==> src/rtl/debounce_scheduler_pkg.sv <==
// Shared types and helpers for the multi-channel debounce scheduler.
package debounce_scheduler_pkg;

    typedef enum logic [1:0] {
        IDLE   = 2'd0,
        TIMING = 2'd1,
        COMMIT = 2'd2
    } state_t;

    // Bit 'pos' of the one-hot decode of 'idx'; callers loop over pos to build the vector.
    function automatic logic onehot(input int idx, input int pos);
        return idx == pos;
    endfunction

endpackage

==> src/rtl/debounce_scheduler_if.sv <==
// Channel-side bundle of the debounce scheduler: raw inputs in, debounced state out.
interface debounce_scheduler_if #(
    parameter int NUM_CH = 4
);
    localparam int CH_W = $clog2(NUM_CH);

    logic [NUM_CH-1:0] sync_in;
    logic [NUM_CH-1:0] deb_out;
    logic [NUM_CH-1:0] deb_pulse;
    logic [CH_W-1:0]   grant_ch;
    logic              busy;

    modport master (
        output sync_in,
        input  deb_out, deb_pulse, grant_ch, busy
    );

    modport slave (
        input  sync_in,
        output deb_out, deb_pulse, grant_ch, busy
    );
endinterface

==> src/rtl/debounce_scheduler_rr_arbiter.sv <==
// Combinational round-robin arbiter: the channel after 'ptr' has highest priority.
module rr_arbiter #(
    parameter int NUM_CH = 4,
    localparam int CH_W = $clog2(NUM_CH)
) (
    input  logic [NUM_CH-1:0] req,
    input  logic [CH_W-1:0]   ptr,
    output logic [CH_W-1:0]   gnt_idx,
    output logic              gnt_valid
);

    logic [NUM_CH-1:0] rot;
    int                off;
    int                sum;

    always_comb begin
        // NOTE: every variable gets a default first so no path leaves it unassigned (no latch).
        rot = '0;
        off = 0;
        sum = 0;
        for (int j = 0; j < NUM_CH; j++) begin
            rot[j] = req[(int'(ptr) + 1 + j) % NUM_CH];
        end
        // Scan downward so the lowest rotated index, i.e. the nearest after ptr, wins.
        for (int j = NUM_CH - 1; j >= 0; j--) begin
            if (rot[j]) off = j;
        end
        sum       = (int'(ptr) + 1 + off) % NUM_CH;
        gnt_idx   = CH_W'(sum);
        gnt_valid = |req;
    end

endmodule

==> src/rtl/debounce_scheduler.sv <==
// Debounce controller sharing one stability-window counter across NUM_CH synchronized inputs.
module debounce_scheduler
    import debounce_scheduler_pkg::*;
#(
    parameter int NUM_CH              = 4,
    parameter int counter_final_value = 99,
    localparam int CNT_W = $clog2(counter_final_value + 1),
    localparam int CH_W  = $clog2(NUM_CH)
) (
    input  logic                  clk,
    input  logic                  rst_n,
    debounce_scheduler_if.slave   bus
);

    state_t            state_q, state_d;
    logic [CNT_W-1:0]  cnt_q, cnt_d;
    logic [NUM_CH-1:0] deb_q, deb_d;
    logic [CH_W-1:0]   grant_q, grant_d;
    logic [CH_W-1:0]   rr_q, rr_d;
    logic              sample_q, sample_d;

    logic [NUM_CH-1:0] pending;
    logic [CH_W-1:0]   gnt_idx;
    logic              gnt_valid;

    assign pending = bus.sync_in ^ deb_q;

    rr_arbiter #(.NUM_CH(NUM_CH)) u_arb (
        .req       (pending),
        .ptr       (rr_q),
        .gnt_idx   (gnt_idx),
        .gnt_valid (gnt_valid)
    );

    always_comb begin
        state_d  = state_q;
        cnt_d    = cnt_q;
        deb_d    = deb_q;
        grant_d  = grant_q;
        rr_d     = rr_q;
        sample_d = sample_q;
        case (state_q)
            IDLE: begin
                if (gnt_valid) begin
                    grant_d  = gnt_idx;
                    rr_d     = gnt_idx;
                    sample_d = bus.sync_in[gnt_idx];
                    cnt_d    = '0;
                    state_d  = TIMING;
                end
            end
            TIMING: begin
                // A mismatch takes precedence even on the terminal-count cycle.
                if (bus.sync_in[grant_q] != sample_q) begin
                    cnt_d   = '0;
                    state_d = IDLE;
                end else if (cnt_q != CNT_W'(counter_final_value)) begin
                    cnt_d = cnt_q + CNT_W'(1);
                end else begin
                    deb_d[grant_q] = sample_q;
                    state_d        = COMMIT;
                end
            end
            COMMIT: begin
                cnt_d   = '0;
                state_d = IDLE;
            end
            default: state_d = IDLE;
        endcase
    end

    always_ff @(posedge clk) begin
        // NOTE: state registers use non-blocking assignments so every flop samples pre-edge values.
        if (!rst_n) begin
            state_q  <= IDLE;
            cnt_q    <= '0;
            deb_q    <= '0;
            grant_q  <= '0;
            rr_q     <= CH_W'(NUM_CH - 1);
            sample_q <= 1'b0;
        end else begin
            state_q  <= state_d;
            cnt_q    <= cnt_d;
            deb_q    <= deb_d;
            grant_q  <= grant_d;
            rr_q     <= rr_d;
            sample_q <= sample_d;
        end
    end

    always_comb begin
        for (int i = 0; i < NUM_CH; i++) begin
            bus.deb_pulse[i] = (state_q == COMMIT) && onehot(int'(grant_q), i);
        end
    end

    assign bus.deb_out  = deb_q;
    assign bus.grant_ch = grant_q;
    assign bus.busy     = (state_q != IDLE);

endmodule

==> src/flat_wrapper.sv <==
// flat-port wrapper written by rule: the top's interface ports become plain ports
module debounce_scheduler_flat import debounce_scheduler_pkg::*;
#(
    parameter int NUM_CH              = 4,
    parameter int counter_final_value = 99,
    localparam int CNT_W = $clog2(counter_final_value + 1),
    localparam int CH_W  = $clog2(NUM_CH)
)
  (clk, rst_n, bus_sync_in, bus_deb_out, bus_deb_pulse, bus_grant_ch, bus_busy);
  debounce_scheduler_if #(.NUM_CH(NUM_CH)) bus_i ();
  input  logic clk;
  input  logic rst_n;
  input wire logic [$bits(bus_i.sync_in)-1:0] bus_sync_in;
  output wire logic [$bits(bus_i.deb_out)-1:0] bus_deb_out;
  output wire logic [$bits(bus_i.deb_pulse)-1:0] bus_deb_pulse;
  output wire logic [$bits(bus_i.grant_ch)-1:0] bus_grant_ch;
  output wire logic [$bits(bus_i.busy)-1:0] bus_busy;
  assign bus_i.sync_in = bus_sync_in;
  assign bus_deb_out = bus_i.deb_out;
  assign bus_deb_pulse = bus_i.deb_pulse;
  assign bus_grant_ch = bus_i.grant_ch;
  assign bus_busy = bus_i.busy;
  debounce_scheduler #(.NUM_CH(NUM_CH), .counter_final_value(counter_final_value)) u_core (.clk(clk), .rst_n(rst_n), .bus(bus_i));
endmodule
==> config.mk <==
export PLATFORM = sky130hd
export DESIGN_NAME = debounce_scheduler_flat
export DESIGN_NICKNAME = d
export VERILOG_FILES = /design/src/rtl/debounce_scheduler_pkg.sv /design/src/rtl/debounce_scheduler_if.sv /design/src/rtl/debounce_scheduler_rr_arbiter.sv /design/src/rtl/debounce_scheduler.sv /design/src/flat_wrapper.sv
export SDC_FILE = /design/constraint.sdc
export NUM_CORES = 1
export LEC_CHECK = 0
export ABC_AREA = 0
export ABC_CLOCK_PERIOD_IN_PS = 2500
export CAP_MARGIN = 0
export CORE_MARGIN = 2
export CORE_UTILIZATION = 52
export CTS_CLUSTER_DIAMETER = 100
export DETAILED_ROUTE_END_ITERATION = 7
export GPL_ROUTABILITY_DRIVEN = 0
export GPL_TIMING_DRIVEN = 0
export PLACE_DENSITY = 0.77
export SETUP_SLACK_MARGIN = 0.3
export SLEW_MARGIN = 15
export SYNTH_ARGS = -nofsm -noshare
export SYNTH_HDL_FRONTEND = slang
export SYNTH_SLANG_ARGS = --single-unit
==> constraint.sdc <==
create_clock -name clk -period 2.5 [get_ports clk]
set_input_delay 0.375 -clock clk [delete_from_list [all_inputs] [get_ports clk]]
set_output_delay 0.375 -clock clk [all_outputs]
set_load 0.02 [all_outputs]
==> report_table.html <==
<table>
<tr><th>Metric</th><th>Value</th></tr>
<tr><th colspan="2">Outcome</th></tr>
<tr><td>Status</td><td>finished, final reports clean</td></tr>
<tr><th colspan="2">Synth</th></tr>
<tr><td>Distinct cell type count after synthesis</td><td>33</td></tr>
<tr><td>Count of synthesis-stage warnings from yosys</td><td>0</td></tr>
<tr><td>Fraction of registers with async set or reset after synthesis</td><td>0</td></tr>
<tr><td>EDFF count, synth</td><td>0</td></tr>
<tr><td>Leading register cell type out of synthesis</td><td>sky130_fd_sc_hd__dfxtp_1</td></tr>
<tr><td>Netlist Area Pre-Place</td><td>1120 um^2</td></tr>
<tr><td>Mean Syn Cell Area</td><td>8.44 um^2</td></tr>
<tr><td>Synthesized flop and latch total</td><td>18</td></tr>
<tr><td>Cell count after synthesis</td><td>133</td></tr>
<tr><td>Fraction of the yosys area taken by sequential cells</td><td>0.321</td></tr>
<tr><td>Net count after synthesis</td><td>141</td></tr>
<tr><th colspan="2">Critical path</th></tr>
<tr><td>Critical path peak fanout</td><td>4</td></tr>
<tr><td>Worst-case register-to-register setup slack</td><td>0.18 ns</td></tr>
<tr><td>Count of cell instances traversed by the critical path</td><td>10</td></tr>
<tr><td>RR Endpoint</td><td>u_core.bus.grant_ch[1]</td></tr>
<tr><td>Ordered cell list for the critical path</td><td>xor2_4 &gt; nor2_2 &gt; or4_4 &gt; o221ai_2 &gt; ha_2 &gt; xnor2_4 &gt; xnor2_2 &gt; nor3_1 &gt; nand3b_1 &gt; a21oi_2</td></tr>
<tr><td>Worst setup path startpoint</td><td>u_core.bus.deb_out[1]</td></tr>
<tr><td>Master of the slowest instance on the critical path</td><td>sky130_fd_sc_hd__or4_4</td></tr>
<tr><td>Critical path start-end classification</td><td>reg -&gt; reg</td></tr>
<tr><td>Launching element type of the critical path</td><td>flop</td></tr>
<tr><td>Crit path arrival time</td><td>2.55 ns</td></tr>
<tr><td>Cell family with most CP delay</td><td>simple AND/OR/NAND/NOR gates</td></tr>
<tr><td>Last element of the critical path</td><td>u_core.bus.grant_ch[1]</td></tr>
<tr><td>Number of buffer and inverter instances along the worst setup path</td><td>0</td></tr>
<tr><td>Worst-case reg-to-reg path depth</td><td>10</td></tr>
<tr><td>Maximum cell stage delay along the critical path</td><td>0.52 ns</td></tr>
<tr><td>Worst reg2reg path startpoint</td><td>u_core.bus.deb_out[1]</td></tr>
<tr><td>Element type at the critical path end</td><td>flop</td></tr>
<tr><td>Req. time, crit path</td><td>2.72 ns</td></tr>
<tr><th colspan="2">Die</th></tr>
<tr><td>Cell row count</td><td>16</td></tr>
<tr><td>Height of the die</td><td>50.5 um</td></tr>
<tr><td>Number of top-level pins</td><td>17</td></tr>
<tr><td>Initial core utilization</td><td>0.561</td></tr>
<tr><td>Die Footprint</td><td>2550 um^2</td></tr>
<tr><td>Floorplan Core Area</td><td>2000 um^2</td></tr>
<tr><td>Die span in x</td><td>50.5 um</td></tr>
<tr><th colspan="2">Pwr</th></tr>
<tr><td>Worst supply voltage drop on vdd</td><td>0.611 mV</td></tr>
<tr><td>Static Leakage</td><td>0.643 nW</td></tr>
<tr><td>Power density over cell area</td><td>755 nW/um^2</td></tr>
<tr><th colspan="2">Worst hold path</th></tr>
<tr><td>Critical hold path startpoint</td><td>u_core.cnt_q[1]</td></tr>
<tr><td>Type of the most critical hold path</td><td>reg -&gt; reg</td></tr>
<tr><th colspan="2">Timing</th></tr>
<tr><td>Clock tree skew after final layout</td><td>0.00848 ns</td></tr>
<tr><td>Unrepaired setup endpoints after global routing</td><td>yes</td></tr>
<tr><td>Shortest period the worst path allows</td><td>2.32 ns</td></tr>
<tr><td>Post-route clock period utilization</td><td>0.929</td></tr>
<tr><td>Setup-violating endpoint count in the final report</td><td>0</td></tr>
<tr><td>Final Hold Viols</td><td>0</td></tr>
<tr><td>Actual transition at the worst max-transition pin</td><td>0.712 ns</td></tr>
<tr><td>Count of pins over their slew limit</td><td>0</td></tr>
<tr><td>Sum of negative setup slack</td><td>0 ns</td></tr>
<tr><td>Tightest slew margin relative to the limit</td><td>0.521</td></tr>
<tr><td>FMAX</td><td>430 MHz</td></tr>
<tr><th colspan="2">GRT</th></tr>
<tr><td>GR Overflow Total</td><td>0</td></tr>
<tr><td>GR Util All Layers</td><td>0.245</td></tr>
<tr><td>Largest net degree at the start of global routing</td><td>11</td></tr>
<tr><td>Number of antenna violations at the first check in global routing</td><td>0</td></tr>
<tr><td>Via count of the first global-routing pass</td><td>1,038</td></tr>
<tr><td>Wire length of the first global-routing pass</td><td>4.73 mm</td></tr>
<tr><th colspan="2">CTS</th></tr>
<tr><td>CTS clk-pin slew, worst paths</td><td>0.11 ns</td></tr>
<tr><td>Number of clock sinks</td><td>18</td></tr>
<tr><td>CTS tree</td><td>done</td></tr>
<tr><td>Clock latency on the worst-skew pair</td><td>0.29 ns</td></tr>
<tr><td>Cell at the root of the clock tree</td><td>sky130_fd_sc_hd__clkbuf_4</td></tr>
<tr><td>Largest buffer count on any clock path</td><td>2</td></tr>
<tr><td>Total clock buffers created by CTS</td><td>3</td></tr>
<tr><td># H-tree levels</td><td>1</td></tr>
<tr><th colspan="2">Detailed routing</th></tr>
<tr><td>Mean routed wirelength per cell</td><td>15.3 um</td></tr>
<tr><td>Number of nets with antenna violations after detailed routing</td><td>0</td></tr>
<tr><td>Routed vias/inst</td><td>5.76</td></tr>
<tr><td>Iteration-0 DRC count of the detailed router</td><td>32</td></tr>
<tr><td>DRC violation count after routing</td><td>0</td></tr>
<tr><td>Sum of routed wire length over all layers</td><td>2.91 mm</td></tr>
<tr><td>Number of vias in the routed layout</td><td>1,095</td></tr>
<tr><td>First-pass iteration count of the detailed router</td><td>5</td></tr>
<tr><th colspan="2">Flow run</th></tr>
<tr><td>Max-cap check violation count</td><td>0</td></tr>
<tr><th colspan="2">Final layout</th></tr>
<tr><td>Number of inserted diodes</td><td>0</td></tr>
<tr><td>Number of standard cells in the layout, taps in and fillers out</td><td>190</td></tr>
<tr><td>Final net count</td><td>172</td></tr>
<tr><td>Fillcell total</td><td>138</td></tr>
<tr><td>Area Growth Syn to Fin</td><td>39.5%</td></tr>
<tr><td>Fraction of layout cells with a size suffix above 1</td><td>0.258</td></tr>
<tr><th colspan="2">Placement</th></tr>
<tr><td>Placed insts</td><td>176</td></tr>
<tr><td>Number of port buffers</td><td>16</td></tr>
<tr><td>Half-perimeter wire length of the detailed placement result</td><td>2.03 mm</td></tr>
</table>
==> per-layer routing <==
layer | global-route usage | up-vias | share of wire
li1 | - | 547 | -
met1 | 0.315 | 529 | 0.47
met2 | 0.417 | 17 | 0.50
met3 | 0.0536 | 2 | 0.028
met4 | 0.0586 | 0 | 0.0027
met5 | 0 | - | 0
==> registers in the layout (all words and copies together), names as in the netlist <==
signal and flops:
u_core.sample_q 1, u_core.bus.grant_ch 2, u_core.bus.deb_out 4, u_core.rr_q 2
u_core.state_q 2, u_core.cnt_q 7
==> worst reg2reg max path, stage by stage, from the launching register on <==
cell	delay [ns]
sky130_fd_sc_hd__dfxtp_4	0.38
sky130_fd_sc_hd__xor2_4	0.20
sky130_fd_sc_hd__nor2_2	0.07
sky130_fd_sc_hd__or4_4	0.52
sky130_fd_sc_hd__o221ai_2	0.09
sky130_fd_sc_hd__ha_2	0.26
sky130_fd_sc_hd__xnor2_4	0.09
sky130_fd_sc_hd__xnor2_2	0.22
sky130_fd_sc_hd__nor3_1	0.07
sky130_fd_sc_hd__nand3b_1	0.22
sky130_fd_sc_hd__a21oi_2	0.15
==> cell type report <==
cell class | count | area (um^2) | share of cell area
Buffer | 3 | 23.8 | 0.0152
Inverter | 6 | 22.5 | 0.0144
Multi-Input combinational cell | 106 | 842 | 0.538
Tap cell | 27 | 33.8 | 0.0216
Clock buffer | 4 | 36.3 | 0.0232
Sequential cell | 18 | 369 | 0.236
Timing Repair Buffer | 26 | 238 | 0.152
==> cells in the final DEF (no fill, tap or decap), types with 2 or more instances in the layout <==
cell	netlist	routed
sky130_fd_sc_hd__clkdlybuf4s50_1	0	10
sky130_fd_sc_hd__o21ai_0	3	2
sky130_fd_sc_hd__xnor2_1	11	7
sky130_fd_sc_hd__nand3_1	4	4
sky130_fd_sc_hd__xor2_1	5	3
sky130_fd_sc_hd__nand3b_1	3	3
sky130_fd_sc_hd__o21ai_1	1	2
sky130_fd_sc_hd__a21oi_1	6	5
sky130_fd_sc_hd__o2111ai_1	4	4
sky130_fd_sc_hd__nor3_1	6	5
sky130_fd_sc_hd__nand4_1	4	4
sky130_fd_sc_hd__nor2_1	17	16
sky130_fd_sc_hd__dfxtp_4	0	2
sky130_fd_sc_hd__buf_6	1	2
sky130_fd_sc_hd__nand2_1	13	13
sky130_fd_sc_hd__dlymetal6s2s_1	0	2
sky130_fd_sc_hd__mux2i_1	8	8
sky130_fd_sc_hd__buf_4	0	10
sky130_fd_sc_hd__xor2_4	0	2
sky130_fd_sc_hd__inv_1	5	4
sky130_fd_sc_hd__nor3b_1	4	3
sky130_fd_sc_hd__dlygate4sd2_1	0	2
sky130_fd_sc_hd__clkbuf_2	0	2
sky130_fd_sc_hd__dfxtp_1	18	15
sky130_fd_sc_hd__clkbuf_4	0	3
sky130_fd_sc_hd__xnor2_2	0	3
sky130_fd_sc_hd__o211ai_1	2	2
==> stage by stage <==
stage	utilization	hold WS (ns)	setup WS [ns]	cell area (um^2)	power, mW
floorplan	-	0.464	0.304	1180	0.779
global placement	0.686	0.505	-0.484	1370	0.889
detailed placement	0.686	0.524	-0.581	1370	0.912
CTS	0.742	0.539	0.211	1490	1.12
global route	0.782	0.597	0.0707	1570	1.24
finish	0.782	0.539	0.176	1570	1.18
==> worst min path at each step <==
| stage | endpoint | slack (ns) | depth (start not counted) |
|---|---|---|---|
| 2_1_floorplan | u_core.rr_q[0] | 0.46 | 1 |
| 6_report | u_core.cnt_q[1] | 0.54 | 2 |
| 3_3_place_gp | u_core.cnt_q[6] | 0.50 | 2 |
| 5_1_grt | u_core.cnt_q[1] | 0.60 | 2 |
| 3_5_place_dp | u_core.cnt_q[1] | 0.52 | 2 |
| 4_1_cts | u_core.cnt_q[1] | 0.54 | 2 |
==> Yosys cell counts (all sizes together) (2+ instances only) <==
master	instances	area (um^2)
a21oi	6	30.0
a311oi	2	17.5
clkbuf	2	7.51
dfxtp	18	360
ha	2	25.0
inv	5	18.8
mux2i	8	80.1
nand2	13	48.8
nand3	4	20.0
nand3b	3	22.5
nand4	4	25.0
nor2	17	63.8
nor3	6	30.0
nor3b	4	30.0
nor4b	2	32.5
o2111ai	4	35.0
o211ai	2	15.0
o21ai	4	20.0
xnor2	11	96.3
xor2	5	43.8
==> report_power, final <==
group | total [mW] | internal [mW] | switching [mW]
Clock | 0.181 | 0.0887 | 0.0920
Combinational | 0.637 | 0.297 | 0.340
Sequential | 0.365 | 0.324 | 0.0404
Total | 1.18 | 0.709 | 0.473
==> repair_timing <==
item / CTS / global route
pin swaps: 6 / 1
setup buffers: 6 / 4
gates resized for setup: 14 / 15
setup endpoints to repair: 16 / 17
hold buffers: 0 / 0
==> cell families after synthesis <==
group | synth area share
AND/OR/NAND/NOR | 0.268
XOR/XNOR | 0.125
flip-flops | 0.321
AO/OA/AOI/OAI | 0.136
buffers and inverters | 0.0368
adder cells (fa/ha/maj) | 0.0223
multiplexers | 0.0914
No activity file was read; power rests on OpenSTA's default activity.
